===== config.mk =====
export PLATFORM = sky130hd
export DESIGN_NAME = gbc_lcd_pattern_tx
export DESIGN_NICKNAME = d
export VERILOG_FILES = /design/src/rtl/gbc_lcd_pattern_tx.sv
export SDC_FILE = /design/constraint.sdc
export NUM_CORES = 1
export LEC_CHECK = 0
export ABC_AREA = 1
export BUFFER_PORTS_ARGS = -buffer_cell sky130_fd_sc_hd__clkbuf_2
export CORE_ASPECT_RATIO = 0.75
export CORE_UTILIZATION = 42
export CTS_CLUSTER_DIAMETER = 60
export DETAILED_ROUTE_END_ITERATION = 8
export SLEW_MARGIN = 20
export SYNTH_ARGS = -nofsm -noshare
export SYNTH_HDL_FRONTEND = slang
export SYNTH_SLANG_ARGS = --single-unit
export TNS_END_PERCENT = 30

===== constraint.sdc =====
create_clock -name i_clk -period 2.1 [get_ports i_clk]
set_clock_uncertainty 0.05 [all_clocks]
set_input_delay 0.42 -clock i_clk [delete_from_list [all_inputs] [get_ports i_clk]]
set_output_delay 0.42 -clock i_clk [all_outputs]
set_load 0.01 [all_outputs]

===== src/rtl/gbc_lcd_pattern_tx.sv =====
// gbc_lcd_pattern_tx
// Pattern generator that drives a GBC-style LCD link (DCLK, SPS, SPL, 6-bit
// pixel data). It is the transmit counterpart of gbc_display_capture and serves
// as a stimulus source or as an on-board loopback when no console is attached.
//
// Timing model: the FSM state and counters always describe the *next* DCLK
// period to be emitted. On every rise tick the output registers are loaded
// with that period's SPS/SPL/data and the FSM advances to the period after it.
// The values therefore change together with the DCLK rising edge and stay
// stable across the falling edge, where the receiver samples them.
module gbc_lcd_pattern_tx #(
  parameter int H_PIXELS = 160,
  parameter int V_LINES  = 144,
  parameter int H_BLANK  = 40,
  parameter int V_BLANK  = 10,
  parameter int CLK_DIV  = 4
) (
  input  logic       i_clk,
  input  logic       i_reset,
  input  logic       i_enable,
  input  logic [1:0] i_pattern,
  input  logic [5:0] i_solidColor,
  output logic       o_gbcDCLK,
  output logic       o_gbcSPS,
  output logic       o_gbcSPL,
  output logic [5:0] o_gbcPixelData,
  output logic       o_busy,
  output logic       o_frameDone
);

  // Periods per line and per vertical blanking interval.
  localparam int L_TOT      = 1 + H_PIXELS + H_BLANK;
  localparam int VB_PERIODS = V_BLANK * L_TOT;

  // Counter widths; each is at least one bit even for degenerate parameters.
  localparam int DIV_W = $clog2(CLK_DIV + 1);
  localparam int X_W   = $clog2(((H_PIXELS > H_BLANK) ? H_PIXELS : H_BLANK) + 1);
  localparam int LN_W  = $clog2(V_LINES + 1);
  localparam int VB_W  = $clog2(VB_PERIODS + 2);

  // Terminal counts.
  localparam logic [DIV_W-1:0] DIV_LAST = DIV_W'(CLK_DIV - 1);
  localparam logic [X_W-1:0]   X_LAST   = X_W'(H_PIXELS - 1);
  localparam logic [X_W-1:0]   HB_LAST  = X_W'((H_BLANK > 0) ? H_BLANK - 1 : 0);
  localparam logic [LN_W-1:0]  LN_LAST  = LN_W'(V_LINES - 1);
  localparam logic [VB_W-1:0]  VB_LAST  = VB_W'((VB_PERIODS > 0) ? VB_PERIODS - 1 : 0);

  // S_FEND means "the next period lies beyond the frame": the end-of-frame
  // decision (restart or stop) is taken at the rise tick that would start it.
  typedef enum logic [2:0] {
    S_IDLE,
    S_SYNC,
    S_ACTIVE,
    S_HBLANK,
    S_VBLANK,
    S_FEND
  } state_t;

  // Registered state.
  state_t           state;
  logic [DIV_W-1:0] div_cnt;
  logic             dclk;
  logic             sps;
  logic             spl;
  logic [5:0]       pix;
  logic             busy;
  logic             done;
  logic [X_W-1:0]   x_cnt;
  logic [LN_W-1:0]  line_cnt;
  logic [VB_W-1:0]  vb_cnt;
  logic [7:0]       frame_cnt;
  logic [1:0]       pat;
  logic [5:0]       color;

  // Next-state values.
  state_t           state_nx;
  logic [DIV_W-1:0] div_nx;
  logic             dclk_nx;
  logic             sps_nx;
  logic             spl_nx;
  logic [5:0]       pix_nx;
  logic             busy_nx;
  logic             done_nx;
  logic [X_W-1:0]   x_nx;
  logic [LN_W-1:0]  line_nx;
  logic [VB_W-1:0]  vb_nx;
  logic [7:0]       frame_nx;
  logic [1:0]       pat_nx;
  logic [5:0]       color_nx;

  // Helpers.
  logic       tick;
  logic       rise;
  state_t     eol_state;
  logic [5:0] x6;
  logic [5:0] y6;
  logic [5:0] pat_px;

  // Pixel value for the current (x, y) under the pattern latched for this frame.
  always_comb begin
    x6     = 6'(x_cnt);
    y6     = 6'(line_cnt);
    pat_px = 6'd0;
    unique case (pat)
      2'd0:    pat_px = color;
      2'd1:    pat_px = x6;
      2'd2:    pat_px = x6 ^ y6;
      default: pat_px = x6 + frame_cnt[5:0];
    endcase
  end

  // Divider, period sequencing and output staging.
  always_comb begin
    // NOTE: every variable gets a default before any branch, so no path can
    // leave one unassigned and infer a latch.
    state_nx  = state;
    div_nx    = div_cnt;
    dclk_nx   = dclk;
    sps_nx    = sps;
    spl_nx    = spl;
    pix_nx    = pix;
    busy_nx   = busy;
    done_nx   = 1'b0;
    x_nx      = x_cnt;
    line_nx   = line_cnt;
    vb_nx     = vb_cnt;
    frame_nx  = frame_cnt;
    pat_nx    = pat;
    color_nx  = color;

    tick      = (div_cnt == DIV_LAST);
    rise      = tick && !dclk;
    eol_state = (line_cnt == LN_LAST) ? ((V_BLANK == 0) ? S_FEND : S_VBLANK) : S_SYNC;

    if (state == S_IDLE) begin
      // Divider parked at 0 so the first rise lands CLK_DIV cycles after start.
      div_nx  = '0;
      dclk_nx = 1'b0;
      if (i_enable) begin
        state_nx = S_SYNC;
        busy_nx  = 1'b1;
        pat_nx   = i_pattern;
        color_nx = i_solidColor;
        line_nx  = '0;
        x_nx     = '0;
        vb_nx    = '0;
      end
    end else begin
      div_nx = tick ? '0 : div_cnt + 1'b1;
      if (tick && dclk) begin
        dclk_nx = 1'b0;
      end else if (rise) begin
        dclk_nx = 1'b1;
        unique case (state)
          S_SYNC: begin
            sps_nx   = (line_cnt == '0);
            spl_nx   = 1'b1;
            pix_nx   = 6'd0;
            x_nx     = '0;
            state_nx = S_ACTIVE;
          end
          S_ACTIVE: begin
            sps_nx = 1'b0;
            spl_nx = 1'b0;
            pix_nx = pat_px;
            if (x_cnt == X_LAST) begin
              x_nx = '0;
              if (H_BLANK == 0) begin
                line_nx  = line_cnt + 1'b1;
                state_nx = eol_state;
              end else begin
                state_nx = S_HBLANK;
              end
            end else begin
              x_nx = x_cnt + 1'b1;
            end
          end
          S_HBLANK: begin
            sps_nx = 1'b0;
            spl_nx = 1'b0;
            pix_nx = 6'd0;
            if (x_cnt == HB_LAST) begin
              x_nx     = '0;
              line_nx  = line_cnt + 1'b1;
              state_nx = eol_state;
            end else begin
              x_nx = x_cnt + 1'b1;
            end
          end
          S_VBLANK: begin
            sps_nx = 1'b0;
            spl_nx = 1'b0;
            pix_nx = 6'd0;
            if (vb_cnt == VB_LAST) begin
              vb_nx    = '0;
              state_nx = S_FEND;
            end else begin
              vb_nx = vb_cnt + 1'b1;
            end
          end
          S_FEND: begin
            done_nx  = 1'b1;
            frame_nx = frame_cnt + 8'd1;
            line_nx  = '0;
            x_nx     = '0;
            vb_nx    = '0;
            if (i_enable) begin
              // Back-to-back frame: this rise already carries line 0's SYNC.
              pat_nx   = i_pattern;
              color_nx = i_solidColor;
              sps_nx   = 1'b1;
              spl_nx   = 1'b1;
              pix_nx   = 6'd0;
              state_nx = S_ACTIVE;
            end else begin
              // Suppress the rise and park with DCLK low.
              dclk_nx  = 1'b0;
              div_nx   = '0;
              sps_nx   = 1'b0;
              spl_nx   = 1'b0;
              pix_nx   = 6'd0;
              busy_nx  = 1'b0;
              state_nx = S_IDLE;
            end
          end
          default: begin
          end
        endcase
      end
    end
  end

  // State register; synchronous reset wins over every other event.
  always_ff @(posedge i_clk) begin
    if (i_reset) begin
      state     <= S_IDLE;
      div_cnt   <= '0;
      dclk      <= 1'b0;
      sps       <= 1'b0;
      spl       <= 1'b0;
      pix       <= 6'd0;
      busy      <= 1'b0;
      done      <= 1'b0;
      x_cnt     <= '0;
      line_cnt  <= '0;
      vb_cnt    <= '0;
      frame_cnt <= 8'd0;
      pat       <= 2'd0;
      color     <= 6'd0;
    end else begin
      // NOTE: non-blocking assignments so every register samples the values
      // from before this edge, independent of statement order.
      state     <= state_nx;
      div_cnt   <= div_nx;
      dclk      <= dclk_nx;
      sps       <= sps_nx;
      spl       <= spl_nx;
      pix       <= pix_nx;
      busy      <= busy_nx;
      done      <= done_nx;
      x_cnt     <= x_nx;
      line_cnt  <= line_nx;
      vb_cnt    <= vb_nx;
      frame_cnt <= frame_nx;
      pat       <= pat_nx;
      color     <= color_nx;
    end
  end

  assign o_gbcDCLK      = dclk;
  assign o_gbcSPS       = sps;
  assign o_gbcSPL       = spl;
  assign o_gbcPixelData = pix;
  assign o_busy         = busy;
  assign o_frameDone    = done;

endmodule


# --- Word-level counts from Yosys, hierarchy flattened ---
# Index checks and enable logic that the tools add are counted.
# Widths: inputs -> output; s select.
op_classes:
  reduce_logical: 29
  muxes: 56
  n_eq_ne: 18
  n_addsub: 6
  bitwise: 4
ops:
  columns: ["operator", "n"]
  rows:
  - ["$mux 8", 10]
  - ["$mux 11", 5]
  - ["$mux 3", 13]
  - ["$mux 6", 5]
  - ["$add 8x1->8 const B", 3]
  - ["$pmux 8 s3", 1]
  - ["$pmux 11 s2", 1]
  - ["$reduce_and 4->1", 5]
  - ["$pmux 6 s3", 1]
  - ["$eq 8x8->1 const B", 2]
  - ["$pmux 8 s2", 1]
  - ["$pmux 3 s5", 1]
  - ["$mux 2", 6]
  - ["$pmux 6 s2", 1]
  - ["$add 11x1->11 const B", 1]
  - ["$eq 11x11->1 const B", 1]
  - ["$reduce_and 5->1", 2]
  - ["$eq 3x2->1 const B", 3]
  - ["$mux 1", 9]
  - ["$ne 3x3->1 const B", 3]
  - ["$reduce_bool 3->1", 3]
  - ["$eq 8x6->1 const B", 1]
  - ["$logic_not 8->1", 1]
  - ["$reduce_or 4->1", 2]
  - ["other kinds (22)", 32]
totals:
  word_cells: 127
  reg_bits: 60
  output_inout_bits: 11

# --- Longest topological paths before layout ---
depth:
  ltp_word: 7
  depth_mapped: 12

# --- Worst setup path before layout ---
# Ideal clock, no wire load.
synth_path:
  kind: "reg2reg"
  from: "register div_cnt[0]"
  to: "register vb_cnt[9]"
  path_slack_ps: 490
  setup_ps: 115
  synth_period_minus_slack_ps: 1610
  path_stages_with_launch: 13
  t_required_ps: 1935
  t_arrival_ps: 1445
  cell_sequence: "dfxtp_1 ha_1 inv_1 nor2_1 nand2_1 nand2_2 nand2_1 nor2_2 nand2_1 nand2_2 inv_2 nand2_1 nor2_1"
synth_between:
  elab_chain_len: 4
  word_cells_on_any_way: 6
  cone_classes: "eq/ne: 2; reduce/logical: 4"
synth_lines:
  columns: ["element", "line", "source"]
  rows:
  - ["start, declared", "61", "logic [DIV_W-1:0] div_cnt;"]
  - ["start signal, assigned", "254", "div_cnt <= div_nx;"]
  - ["$eq 3x2->1 (*)", "131", "tick = (div_cnt == DIV_LAST);"]
  - ["$logic_and 1x1->1, on equally long branches", "150, 132", null]
  - ["$ne 2x2->1 (no line) / $reduce_bool 2->1 (equally long branches)", null, null]
  - ["$reduce_and 4->1 (no line) (*)", null, null]
  - ["end signal, assigned", "263", "vb_cnt <= vb_nx;"]
  - ["end, declared", "70", "logic [VB_W-1:0] vb_cnt;"]
# Every way passes the cells marked *; elsewhere a longest branch is shown, timed or not.
# A chain may end at the register's enable or synchronous reset.

# --- Worst setup path after layout ---
layout_path:
  from: "register x_cnt[1]"
  to: "register state[0]"
layout_between:
  elab_chain_len: 3
  word_cells_on_any_way: 5
  cone_classes: "eq/ne: 4; reduce/logical: 1"
layout_lines:
  columns: ["element", "line", "source"]
  rows:
  - ["start, declared", "68", "logic [X_W-1:0] x_cnt;"]
  - ["start signal, assigned", "261", "x_cnt <= x_nx;"]
  - ["$eq 8x6->1 / $eq 8x8->1 (equally long branches)", "182, 166", null]
  - ["$ne 3x3->1 (no line)", null, null]
  - ["$reduce_and 7->1 (no line) (*)", null, null]
  - ["end signal, assigned", "253", "state <= state_nx;"]
  - ["end, declared", "60", "state_t state;"]
# Marks and branches as above.

==> qor.csv <==
stage,metric,value,unit
setup_path,critPathArrivalTime,2.10,ns
timing,whs,0.3111,ns
floorplan,num_rows,28,
placement,globalplace.congestion,0.9565,
final_layout,final_cell_mix,"nand2_1 (147), inv_1 (69), nor2_1 (60)",
floorplan,ios,22,
yosys,synthCells,539,
yosys,syn_area_per_cell,6.442,um^2
hold_path,worstHoldStart,i_solidColor[4],
placement,dp_hpwl,6.641,mm
cts,cts_tree,done,
hold_path,min_path_type,in2reg,
timing,min_period,1.904,ns
power_and_ir_drop,power_switching,0.001390,W
final_layout,diodes,0,
floorplan,core,7953,um^2
yosys,ys_warn_count,0,
routing,finalWirelength,8.773,mm
routing,ant_nets,0,
cts,cts_htree_levels,3,
setup_path,path_common_cell,nor2_1,
power_and_ir_drop,p_clk_share,28.1,%
timing,slew_headroom,71.35,%
cts,cts_buffers,9,
hold_path,min_delay_path_depth,3,
setup_path,startpoint_type,flip-flop,
final_layout,n_fill_cell,813,
timing,slew_viol_final,0,
power_and_ir_drop,p_leak,1.692,nW
yosys,synth_cell_types,35,
setup_path,cp_slowest_cell,dfxtp_1,
final_layout,drive_above_1_share,11.56,%
timing,tns,0,ns
setup_path,crit_required,2.30,ns
power_and_ir_drop,p_sw_share,40.30,%
power_and_ir_drop,p_comb_share,33.8,%
setup_path,path_buf_inv,1,
floorplan,initial_core_util,43.66,%
setup_path,worstPathCellList,ha_1 -> nand2_1 -> nor2_1 -> nand2_1 -> nand2_1 -> nand3_1 -> nor2_1 -> inv_1 -> nor2_1 -> nor2_1,
yosys,ys_seq_elements,58,
job,max-cap-violations,0,
routing,first_pass_iters,5,
power_and_ir_drop,seqPwrFrac,38.2,%
setup_path,r2r-start,x_cnt[1],
grt,track_usage,22.05,%
setup_path,critPathTopFamily,simple AND/OR/NAND/NOR gates,
yosys,yosys-top-cells-area,"dfxtp_1 (33%), nand2_1 (16%), inv_1 (7.5%)",
yosys,synth.top_cell.area_share,33.44,%
power_and_ir_drop,ir_drop,0.3348,mV
grt,overflow,0,
setup_path,r2r-end,state[0],
cts,post_cts_buffers,0,
cts,cts-root-buf,clkbuf_8,
final_layout,layout_commonest_cell,nand2_1,
timing,setup_viol,0,
hold_path,hold-path-endpoint,color[4],
floorplan,die_width,107.0,um
setup_path,end_kind,flip-flop,
final_layout,fin_nets,592,
grt,grt_pass1_wl,14.54,mm
timing,rsz0062_at_grt,false,
setup_path,worst-r2r-setup-slack,0.20,ns
routing,routedWlPerCell,12.98,um
cts,clk_latency,0.35,ns
cts,cts.sinks,58,
yosys,seq_area_frac_synth,33.44,%
grt,grt_max_degree,21,
final_layout,syn2layout_area_growth,11.42,%
floorplan,dieArea,8638,um^2
timing,worst_slew_pin_slew,0.4282,ns
routing,drt_iter0_markers,311,
routing,num_vias,3418,
routing,route.detailed.drc,0,
yosys,synth_area_leader_cell,dfxtp_1,
power_and_ir_drop,p_int,0.002059,W
setup_path,reg2reg_depth,10,
placement,numPortBuffers,21,
timing,period_share,90.69,%
setup_path,crit_fanout,8,
timing,max_freq,0.5251,GHz
yosys,syn_nets,565,
yosys,syn-cell-area,3472,um^2
cts,clk_path_buf_depth,2,
routing,viasPerCell,5.056,
setup_path,max_stage_delay,0.50,ns
timing,hold_viol,0,
grt,antenna_found_initial,0,
power_and_ir_drop,power_density,891.5,nW/um^2
floorplan,die_h,80.74,um
setup_path,path_class,reg2reg,
cts,clk_pin_slew,0.07,ns
grt,first_global_vias,2860,
outcome,status,"finished, final reports clean",
## repair_timing
action	in CTS	in global routing
hold buffers	0	0
gates resized for setup	0	3
endpoints found under the setup margin	0	5
## cells by family (layout without fill, tap and decap cells)
family	after synthesis	in the layout	share of synthesized area [%]
AO/OA/AOI/OAI	84	84	12.65
XOR/XNOR	4	4	1.009
adder cells (fa/ha/maj)	15	15	5.622
buffers and inverters	83	115	9.982
flip-flops	58	58	33.44
AND/OR/NAND/NOR	295	295	37.30
## worst reg2reg max path, cell delays in order, from the launching register on
cell and delay (ns):
dfxtp_1 0.50, ha_1 0.23, nand2_1 0.12, nor2_1 0.13, nand2_1 0.06, nand2_1 0.15, nand3_1 0.15, nor2_1 0.19
inv_1 0.08, nor2_1 0.10, nor2_1 0.05
## power groups by stage
| stage | registers (W) | logic (W) | clock network [W] |
|---|---|---|---|
| 4_1_cts | 0.00132 | 0.00113 | 0.000988 |
| 6_report | 0.00132 | 0.00116 | 0.000967 |
| 5_1_grt | 0.00134 | 0.00132 | 0.00105 |
| 2_1_floorplan | 0.00129 | 0.000947 | 0 |
| 3_5_place_dp | 0.00134 | 0.00113 | 0 |
| 3_3_place_gp | 0.00134 | 0.00113 | 0 |
## synthesized netlist by cell type
| library cell | number |
|---|---|
| a211oi_1 | 1 |
| a21o_1 | 1 |
| a21oi_1 | 46 |
| a21oi_2 | 1 |
| buf_2 | 2 |
| buf_4 | 2 |
| buf_6 | 3 |
| clkbuf_1 | 3 |
| dfxtp_1 | 58 |
| fa_1 | 1 |
| ha_1 | 14 |
| inv_1 | 69 |
| inv_2 | 3 |
| inv_4 | 1 |
| nand2_1 | 148 |
| nand2_2 | 7 |
| nand3_1 | 39 |
| nand3_2 | 1 |
| nand3b_1 | 3 |
| nand4_1 | 10 |
| nor2_1 | 61 |
| nor2_2 | 4 |
| nor2_4 | 4 |
| nor3_1 | 12 |
| nor3b_1 | 2 |
| nor3b_2 | 1 |
| nor4_1 | 1 |
| o2111ai_1 | 1 |
| o211ai_1 | 1 |
| o21ai_0 | 30 |
| o21ai_1 | 1 |
| o22ai_1 | 1 |
| o31ai_1 | 1 |
| or2_2 | 2 |
| xor2_1 | 4 |
## final cells by class
cell class	instances	area (um^2)	area share [%]
repair buffers	26	142.6	3.687
inverters	73	276.5	7.147
clock inverters	2	10.01	0.2587
multi-input cells	398	1974	51.03
well taps	105	131.4	3.396
clock buffers	14	172.7	4.463
flip-flops and latches	58	1161	30.01
## worst max-delay path by stage
stage	start	to	slack, ns	cells past startpoint
after CTS	div_cnt[0]	vb_cnt[9]	0.13	12
after global routing	div_cnt[0]	vb_cnt[2]	0.001	12
after floorplan	div_cnt[0]	vb_cnt[9]	0.49	12
after global placement	div_cnt[0]	vb_cnt[9]	0.14	12
after detailed placement	div_cnt[0]	vb_cnt[9]	0.13	12
final	x_cnt[1]	state[0]	0.20	10
## registers in the layout (all words and copies together), names as in the netlist
signal	cells
color	6
frame_cnt	6
div_cnt	3
state	3
o_gbcDCLK	1
vb_cnt	11
o_gbcSPS	1
x_cnt	8
o_busy	1
line_cnt	8
o_gbcSPL	1
pat	2
o_gbcPixelData	6
o_frameDone	1
## layer usage
| metal | vias to the layer above | part of all wire, % | track usage, % |
|---|---|---|---|
| li1 | 1792 | - | - |
| met1 | 1490 | 54 | 34.02 |
| met2 | 127 | 37 | 29.10 |
| met3 | 9 | 8.1 | 6.501 |
| met4 | 0 | 1.1 | 5.205 |
| met5 | - | 0 | 0 |
## stage by stage
stage	total power, W	worst slack [ns]	cells	utilization [%]	instance area, um^2
floorplan	0.002236	0.4900	539	-	3472
global placement	0.002463	0.1409	660	46.22	3676
detailed placement	0.002466	0.1309	660	46.22	3676
CTS	0.003436	0.1251	676	48.52	3859
global route	0.003707	0.001282	676	48.65	3869
finish	0.003449	0.1955	676	48.65	3869
Note: power is estimated with default switching activity, not from simulation.
